===== src/rtl/alu_pkg.sv =====
// Shared ALU encodings: operation codes used by the control decoder and the
// execute stage, plus the execute-stage state encoding.
package alu_pkg;

    localparam logic [1:0] ALU_ADD = 2'd0;
    localparam logic [1:0] ALU_SUB = 2'd1;
    localparam logic [1:0] ALU_SLL = 2'd2;
    localparam logic [1:0] ALU_OR  = 2'd3;

    typedef enum logic [1:0] {
        IDLE  = 2'd0,
        SHIFT = 2'd1,
        DONE  = 2'd2
    } alu_state_e;

endpackage


===== src/rtl/alu_exec_if.sv =====
// Request/response bundle between the ALU control decoder (master) and the
// execute stage (slave).
interface alu_exec_if #(
    parameter int WIDTH   = 32,
    parameter int SHAMT_W = 5
);
    logic               in_valid;
    logic               in_ready;
    logic [1:0]         funct;
    logic [WIDTH-1:0]   src_a;
    logic [WIDTH-1:0]   src_b;
    logic [SHAMT_W-1:0] shamt;
    logic               out_valid;
    logic               out_ready;
    logic [WIDTH-1:0]   result;
    logic               zero;

    modport master (
        output in_valid, funct, src_a, src_b, shamt, out_ready,
        input  in_ready, out_valid, result, zero
    );

    modport slave (
        input  in_valid, funct, src_a, src_b, shamt, out_ready,
        output in_ready, out_valid, result, zero
    );
endinterface


===== src/rtl/alu_core.sv =====
// Combinational add/sub/or datapath. For sll it passes b through, which is
// the zero-shift result; nonzero shifts are done iteratively by alu_exec.
module alu_core
    import alu_pkg::*;
#(
    parameter int WIDTH = 32
) (
    input  logic [1:0]       funct,
    input  logic [WIDTH-1:0] a,
    input  logic [WIDTH-1:0] b,
    output logic [WIDTH-1:0] y
);

    always_comb begin
        y = b;
        case (funct)
            ALU_ADD: y = a + b;
            ALU_SUB: y = a - b;
            ALU_OR:  y = a | b;
            default: y = b;
        endcase
    end

endmodule


===== src/rtl/alu_exec.sv =====
// Multi-cycle ALU execute stage: single-cycle add/sub/or, iterative
// one-bit-per-cycle shift-left, valid/ready on both sides.
module alu_exec
    import alu_pkg::*;
#(
    parameter int WIDTH   = 32,
    parameter int SHAMT_W = 5
) (
    input  logic       clk,
    input  logic       rst_n,
    alu_exec_if.slave  bus,
    output alu_state_e state_dbg
);

    alu_state_e         state_q, state_d;
    logic [WIDTH-1:0]   result_q, result_d;
    logic [SHAMT_W-1:0] cnt_q, cnt_d;
    logic [WIDTH-1:0]   core_y;
    logic               accept;

    alu_core #(.WIDTH(WIDTH)) u_core (
        .funct (bus.funct),
        .a     (bus.src_a),
        .b     (bus.src_b),
        .y     (core_y)
    );

    // Handshake: a transfer happens on a rising edge where valid && ready.
    // Inputs are sampled only at the accept edge; out_valid/result hold until
    // out_ready. in_ready reflects out_ready combinationally in DONE so a
    // new request can be taken in the same edge the result is consumed.
    assign bus.in_ready  = (state_q == IDLE) || ((state_q == DONE) && bus.out_ready);
    assign accept        = bus.in_valid && bus.in_ready;
    assign bus.out_valid = (state_q == DONE);
    assign bus.result    = result_q;
    assign bus.zero      = (result_q == '0);
    assign state_dbg     = state_q;

    always_comb begin
        state_d  = state_q;
        result_d = result_q;
        cnt_d    = cnt_q;
        case (state_q)
            IDLE, DONE: begin
                if (state_q == DONE && bus.out_ready)
                    state_d = IDLE;
                if (accept) begin
                    // result_q doubles as the shift accumulator; out_valid is
                    // low while it moves, so the consumer never sees it.
                    result_d = core_y;
                    if (bus.funct == ALU_SLL && bus.shamt != '0) begin
                        cnt_d   = bus.shamt;
                        state_d = SHIFT;
                    end else begin
                        state_d = DONE;
                    end
                end
            end
            SHIFT: begin
                result_d = result_q << 1;
                cnt_d    = cnt_q - SHAMT_W'(1);
                if (cnt_q == SHAMT_W'(1))
                    state_d = DONE;
            end
            default: state_d = IDLE;
        endcase
    end

    always_ff @(posedge clk or negedge rst_n) begin
        if (!rst_n) begin
            state_q  <= IDLE;
            result_q <= '0;
            cnt_q    <= '0;
        end else begin
            state_q  <= state_d;
            result_q <= result_d;
            cnt_q    <= cnt_d;
        end
    end

endmodule


===== src/flat_wrapper.sv =====
// flat-port wrapper written by rule: the top's interface ports become plain ports
module alu_exec_flat import alu_pkg::*;
#(
    parameter int WIDTH   = 32,
    parameter int SHAMT_W = 5
)
  (clk, rst_n, state_dbg, bus_in_valid, bus_funct, bus_src_a, bus_src_b, bus_shamt, bus_out_ready, bus_in_ready, bus_out_valid, bus_result, bus_zero);
  alu_exec_if #(.WIDTH(WIDTH), .SHAMT_W(SHAMT_W)) bus_i ();
  input  logic clk;
  input  logic rst_n;
  output alu_state_e state_dbg;
  input wire logic [$bits(bus_i.in_valid)-1:0] bus_in_valid;
  input wire logic [$bits(bus_i.funct)-1:0] bus_funct;
  input wire logic [$bits(bus_i.src_a)-1:0] bus_src_a;
  input wire logic [$bits(bus_i.src_b)-1:0] bus_src_b;
  input wire logic [$bits(bus_i.shamt)-1:0] bus_shamt;
  input wire logic [$bits(bus_i.out_ready)-1:0] bus_out_ready;
  output wire logic [$bits(bus_i.in_ready)-1:0] bus_in_ready;
  output wire logic [$bits(bus_i.out_valid)-1:0] bus_out_valid;
  output wire logic [$bits(bus_i.result)-1:0] bus_result;
  output wire logic [$bits(bus_i.zero)-1:0] bus_zero;
  assign bus_i.in_valid = bus_in_valid;
  assign bus_i.funct = bus_funct;
  assign bus_i.src_a = bus_src_a;
  assign bus_i.src_b = bus_src_b;
  assign bus_i.shamt = bus_shamt;
  assign bus_i.out_ready = bus_out_ready;
  assign bus_in_ready = bus_i.in_ready;
  assign bus_out_valid = bus_i.out_valid;
  assign bus_result = bus_i.result;
  assign bus_zero = bus_i.zero;
  alu_exec #(.WIDTH(WIDTH), .SHAMT_W(SHAMT_W)) u_core (.clk(clk), .rst_n(rst_n), .bus(bus_i), .state_dbg(state_dbg));
endmodule

===== config.mk =====
export PLATFORM = sky130hd
export DESIGN_NAME = alu_exec_flat
export DESIGN_NICKNAME = d
export VERILOG_FILES = /design/src/rtl/alu_pkg.sv /design/src/rtl/alu_exec_if.sv /design/src/rtl/alu_core.sv /design/src/rtl/alu_exec.sv /design/src/flat_wrapper.sv
export SDC_FILE = /design/constraint.sdc
export NUM_CORES = 1
export LEC_CHECK = 0
export CAP_MARGIN = 20
export CELL_PAD_IN_SITES_DETAIL_PLACEMENT = 1
export CELL_PAD_IN_SITES_GLOBAL_PLACEMENT = 1
export CORE_ASPECT_RATIO = 1.5
export CORE_UTILIZATION = 37
export CTS_CLUSTER_SIZE = 14
export DETAILED_ROUTE_END_ITERATION = 16
export GPL_TIMING_DRIVEN = 0
export PLACE_DENSITY = 0.86
export RECOVER_POWER = 50
export SETUP_SLACK_MARGIN = 0.3
export SKIP_CTS_REPAIR_TIMING = 1
export SLEW_MARGIN = 20
export SYNTH_ARGS = -nofsm -noshare
export SYNTH_HDL_FRONTEND = slang
export SYNTH_SLANG_ARGS = --single-unit

===== constraint.sdc =====
create_clock -name clk -period 2.19 [get_ports clk]
set_clock_uncertainty 0.2 [all_clocks]
set_input_delay 0.438 -clock clk [delete_from_list [all_inputs] [get_ports clk]]
set_output_delay 0.438 -clock clk [all_outputs]
set_load 0.01 [all_outputs]

Yosys cells after proc, flatten, opt, wreduce, memory -nomap -nowiden
Cells that the tools add are included.
Widths: inputs -> output; s select.
{ "op_classes": {"addsub": 3, "n_mul": 0, "div_mod_pow": 0, "magnitude_cmp": 0, "eq_ne": 10, "shifts": 0, "n_mux": 11, "n_bitwise": 1, "reduce_logical": 13} }
{ "op_table": {"columns": ["op", "count"], "rows": [
  ["$pmux 32 s3", 1],
  ["$pmux 32 s2", 1],
  ["$add 32x32->32", 1],
  ["$logic_not 32->1", 1],
  ["$mux 32", 1],
  ["$or 32x32->32", 1],
  ["$sub 32x32->32", 1],
  ["$mux 5", 2],
  ["$pmux 5 s2", 1],
  ["$mux 2", 4],
  ["$eq 2x2->1 const B", 3],
  ["$ne 2x1->1 const B", 3],
  ["$eq 5x1->1 const B", 1],
  ["$reduce_bool 5->1", 1],
  ["$sub 5x1->5 const B", 1],
  ["$eq 2x1->1 const B", 2],
  ["$logic_not 2->1", 2],
  ["$pmux 2 s2", 1],
  ["$reduce_and 2->1", 2],
  ["$logic_and 1x1->1", 3],
  ["$ne 3x2->1 const B", 1],
  ["$reduce_and 3->1", 1],
  ["$reduce_bool 2->1", 1],
  ["$reduce_or 2->1", 1],
  ["$logic_or 1x1->1", 1]
]} }
{ "word_totals": {"regBits": 39, "latchBits": 0, "ramBits": 0, "romBits": 0, "input_bits": 75, "out_inout_bits": 37, "n_memories": 0} }

Logic depth before layout (Yosys ltp)
{ "logic_depth": {"ltp_word": 6, "ltp_mapped": 17, "ltp_nobuf": 16} }

Hierarchy
Synthesis repeated with hierarchy kept, for this count alone.
{ "hier_totals": {"cells_unflattened": 643, "hier_area_um2": 4972.3} }
{ "by_module_without_submodules": {"columns": ["mod", "n_inst", "cells_per_inst", "area_per_inst_um2", "seq_area_each_um2"], "rows": [
  ["alu_core", 1, 440, 2917.8, 0.0],
  ["alu_exec", 1, 203, 2054.5, 975.9]
]} }

Worst setup path after synthesis
Ideal clock, no wire load.
{ "synth_path": {"path_kind": "input to register", "start": "input port bus_src_b[12]", "end": "register u_core.result_q[30], in the netlist u_core.bus.result[30]", "setup_time_ps": 142, "t_arrival_ps": 3957, "required_ps": 1848, "slack_ps": -2109, "stages": 14, "path_buffers": 0, "cell_sequence": "or4_4 > or3_4 > nor4_1 > nor2_1 > xnor2_1 > ha_1 > o21a_1 > nor2_1 > or4_1 > o211ai_1 > a31oi_1 > a311o_1 > nor2_1 > o221ai_1"} }
{ "synth_between": {"elab_chain_cells": 4, "word_cells_on_any_way": 5, "cone_classes": "add/sub (2); mux (3)"} }
{ "synth_rtl": {"columns": ["item", "line", "rtl"], "rows": [
  ["from (decl)", "flat_wrapper.sv:15", "input wire logic [$bits(bus_i.src_b)-1:0] bus_src_b;"],
  ["$sub 32x32->32 / $add 32x32->32 (equally long branches)", "alu_core.sv:18, alu_core.sv:17", null],
  ["$pmux 32 s3 (*)", "alu_core.sv:16", "case (funct)"],
  ["$mux 32 (*)", "alu_exec.sv:47", "if (accept) begin"],
  ["$pmux 32 s2 (*)", "alu_exec.sv:43", "case (state_q)"],
  ["to (signal assigned)", "alu_exec.sv:76", "result_q <= result_d;"],
  ["to (decl)", "alu_exec.sv:16", "logic [WIDTH-1:0] result_q, result_d;"]
]} }
Every way passes the cells marked *; elsewhere a longest branch is shown, timed or not. The select of a mux whose other input is x is not followed.
A chain may end at the register's enable or synchronous reset.

Worst setup path after layout
{ "layout_path": {"start": "input port bus_src_b[10]", "end": "register u_core.result_q[24], in the netlist u_core.bus.result[24]"} }
Same word-level chain as after synthesis.

==> results.sh <==
export IMPL_n_fill_cell=1408
export IMPL_ios=112
export IMPL_setup_violations=30
export IMPL_vias=6568
export IMPL_switching_power_mw=2.92
export IMPL_pwr_share_comb_pct=62.6
export IMPL_numCtsBuffers=5
export IMPL_p_int_mw=3.59
export IMPL_fin_nets=953
export IMPL_worst_slack_ns=-2.28
export IMPL_ff2ff_setup_slack_ns=-0.20
export IMPL_area_delta_synth_final_pct=70.7
export IMPL_max_slew_margin_rel_pct=42.0
export IMPL_post_route_util_pct=64.5
export IMPL_avgSynthCellArea_sq_um=7.34
export IMPL_violations="setup timing"
export IMPL_synthArstFlopShare_pct=100
export IMPL_finalPower_mw=6.50
export IMPL_arrival_ns=4.50
export IMPL_first_global_vias=5796
export IMPL_period_minus_slack_ns=4.47
export IMPL_synth_adder_area_share_pct=9.78
export IMPL_yosysSeqAreaShare_pct=20.8
export IMPL_critPathKind="input port to register"
export IMPL_status="finished with violations"
export IMPL_cts_reportedPaths_clkPinSlew_ns=0.06
export IMPL_ant_nets=0
export IMPL_hpwl_um=15700
export IMPL_worst_pin_slew_ns=0.870
export IMPL_grt_pass1_wl_um=30400
export IMPL_power_density_mw_per_mm2=814
export IMPL_root_buffer="clkbuf_16"
export IMPL_p_leak_nw=3.61
export IMPL_synth_xor_area_share_pct=10.5
export IMPL_netlist_area_sq_mm=0.00468
export IMPL_critical_path_max_fanout=6
export IMPL_rsz0062_at_grt="true"
export IMPL_wl_per_cell_um=27.6
export IMPL_num_rows=50
export IMPL_ys_flop_type="dfrtp_1"
export IMPL_final_area_sq_mm=0.00799
export IMPL_start_kind="input port"
export IMPL_synth_compound_area_share_pct=31.8
export IMPL_vias_per_cell=6.57
export IMPL_crit_required_ns=2.22
export IMPL_ys_types=58
export IMPL_vdd_ir_drop_max_mv=0.392
export IMPL_tritoncts="built"
export IMPL_grt_max_degree=33
export IMPL_grt_ovfl_total=0
export IMPL_placed_cell_area_sq_mm=0.00622
export IMPL_syn_num_nets=749
export IMPL_routabilityCongestion=0.919
export IMPL_holdPathStages=3
export IMPL_ys_ff_latch=39
export IMPL_swShare_pct=44.9
export IMPL_route_detailed_drc=0
export IMPL_htreeDepth=2
export IMPL_portBuffers=110
export IMPL_holdPathEnd="u_core.cnt_q[3]"
export IMPL_grt_usage_pct=29.8
export IMPL_num_antenna_cells=0
export IMPL_die_h_um=140
export IMPL_final_common_cell="buf_4"
export IMPL_hold_class="input port to register"
export IMPL_fp_coreArea_sq_mm=0.0124
export IMPL_max_freq_mhz=224
export IMPL_dr_pass1_iters=5
export IMPL_clock_sinks=39
export IMPL_synth_top_family_by_area="compound AO/OA/AOI/OAI gates"
export IMPL_clockBufferDepth=2
export IMPL_yosysWarnings=0
export IMPL_slew_violations=0
export IMPL_clkPwrFrac_pct=13.7
export IMPL_die_area_sq_mm=0.0131
export IMPL_drive_gt1_share_pct=33.2
export IMPL_worst_setup_path_end_kind="register"
export IMPL_timing_rr_start="u_core.state_dbg[1]"
export IMPL_initial_utilization_pct=37.8
export IMPL_drt_iter0_markers=417
export IMPL_synth_edf_count=0
export IMPL_holdWs_ns=0.304
export IMPL_synth_mux_area_share_pct=1.12
export IMPL_hold_violations=0
export IMPL_yosys_area_share_simple_pct=22.0
export IMPL_clkLatencyLatePin_ns=0.29
export IMPL_die_w_um=93.8
export IMPL_reg2regPathDepth=7
export IMPL_maxCapViolCount=0
export IMPL_syn_inst=638
export IMPL_layout_common_cells="buf_4, a21oi_1, nand2_1, clkdlybuf4s50_1"
export IMPL_layout_worst_path_cycle_share_pct=204
export IMPL_antenna_found_initial=0
export IMPL_drt_total_wl_um=27600
export IMPL_setup_tns_ns=-42.91
export IMPL_power_frac_seq_pct=23.7
export IMPL_min_from="bus_shamt[3]"
export IMPL_worstReg2RegEnd="u_core.bus.result[29]"
-- worst max-delay path by stage --
stage	cells past startpoint	startpoint	slack (ns)	to
6_report	17	bus_src_b[10]	-2.28	u_core.bus.result[24]
4_1_cts	15	bus_src_b[12]	-2.82	u_core.bus.result[30]
5_1_grt	17	bus_src_b[10]	-2.43	u_core.bus.result[24]
2_1_floorplan	14	bus_src_b[12]	-1.98	u_core.bus.result[30]
3_3_place_gp	15	bus_src_b[10]	-2.97	u_core.bus.result[24]
3_5_place_dp	15	bus_src_b[12]	-3.10	u_core.bus.result[24]
-- power by group through the flow --
stage | logic, mW | registers (mW) | clock network, mW
floorplan | 1.48 | 1.47 | 0
global placement | 2.75 | 1.46 | 0
detailed placement | 2.86 | 1.50 | 0
CTS | 2.91 | 1.49 | 0.859
global route | 4.25 | 1.57 | 0.897
finish | 4.07 | 1.54 | 0.890
-- cells in the mapped netlist, drive strengths merged, types with 3 or more instances --
| master | n | area (sq um) |
|---|---|---|
| a211oi | 8 | 60.1 |
| a21o | 18 | 135 |
| a21oi | 100 | 500 |
| a221oi | 3 | 26.3 |
| a31oi | 11 | 68.8 |
| and2 | 4 | 25.0 |
| and3 | 4 | 25.0 |
| buf | 4 | 15.0 |
| clkbuf | 28 | 105 |
| dfrtp | 39 | 976 |
| ha | 35 | 438 |
| inv | 18 | 67.6 |
| mux2i | 3 | 30.0 |
| nand2 | 64 | 243 |
| nand2b | 10 | 62.6 |
| nand3 | 9 | 45.0 |
| nand4 | 8 | 50.1 |
| nor2 | 56 | 210 |
| nor2b | 8 | 50.1 |
| nor3 | 13 | 65.1 |
| nor3b | 6 | 45.0 |
| nor4 | 12 | 75.1 |
| o211ai | 9 | 67.6 |
| o21a | 4 | 30.0 |
| o21ai | 49 | 245 |
| o21bai | 6 | 45.0 |
| o221ai | 7 | 61.3 |
| o22ai | 5 | 31.3 |
| o31ai | 4 | 43.8 |
| or3 | 3 | 23.8 |
| or4 | 6 | 48.8 |
| xnor2 | 40 | 350 |
| xor2 | 16 | 140 |
-- state kept, by name, summed over array words and instances (netlist names) --
name,flops
u_core.cnt_q,5
u_core.bus.result,32
u_core.state_dbg,2
-- critical path: stages --
cell and delay (ns):
buf_4 0.15, or4_4 0.49, or3_4 0.40, nor4b_4 0.24, buf_4 0.18, a21oi_2 0.07, xnor2_1 0.15, ha_2 0.38
o21a_1 0.14, nor2_1 0.07, or4_4 0.45, o211ai_1 0.18, buf_4 0.18, a31oi_1 0.11, nor2_1 0.26, mux2i_2 0.36
o221a_2 0.25
-- routing by layer --
layer  routed length, um  track usage, %  vias to the layer above
met5                   0               0                        -
met4                2000            14.7                        0
met3                1900            1.91                      168
met2               14100            54.6                      412
met1                9620            34.1                     3235
li1                    -               -                     2753
-- final cells by class --
| type | count | area (sq um) | share of cell area, % |
|---|---|---|---|
| clock buffers | 6 | 139 | 1.74 |
| well taps | 156 | 195 | 2.44 |
| clock inverters | 2 | 35.0 | 0.438 |
| repair buffers | 197 | 1910 | 23.9 |
| flip-flops and latches | 39 | 992 | 12.4 |
| inverters | 18 | 70.1 | 0.877 |
| plain buffers | 32 | 251 | 3.15 |
| multi-input cells | 549 | 4400 | 55.0 |
-- through the flow --
| step | std cells | setup WS [ns] |
|---|---|---|
| CTS | 913 | -2.82 |
| global route | 999 | -2.43 |
| detailed placement | 905 | -3.10 |
| finish | 999 | -2.28 |
| floorplan | 638 | -1.98 |
| global placement | 904 | -2.97 |
-- kinds of logic after synthesis --
group | count (synthesis)
AO/OA/AOI/OAI | 243
XOR/XNOR | 56
adder cells (fa/ha/maj) | 36
buffers and inverters | 50
flip-flops | 39
multiplexers | 5
AND/OR/NAND/NOR | 209
Note: power is estimated with default switching activity, not from simulation.
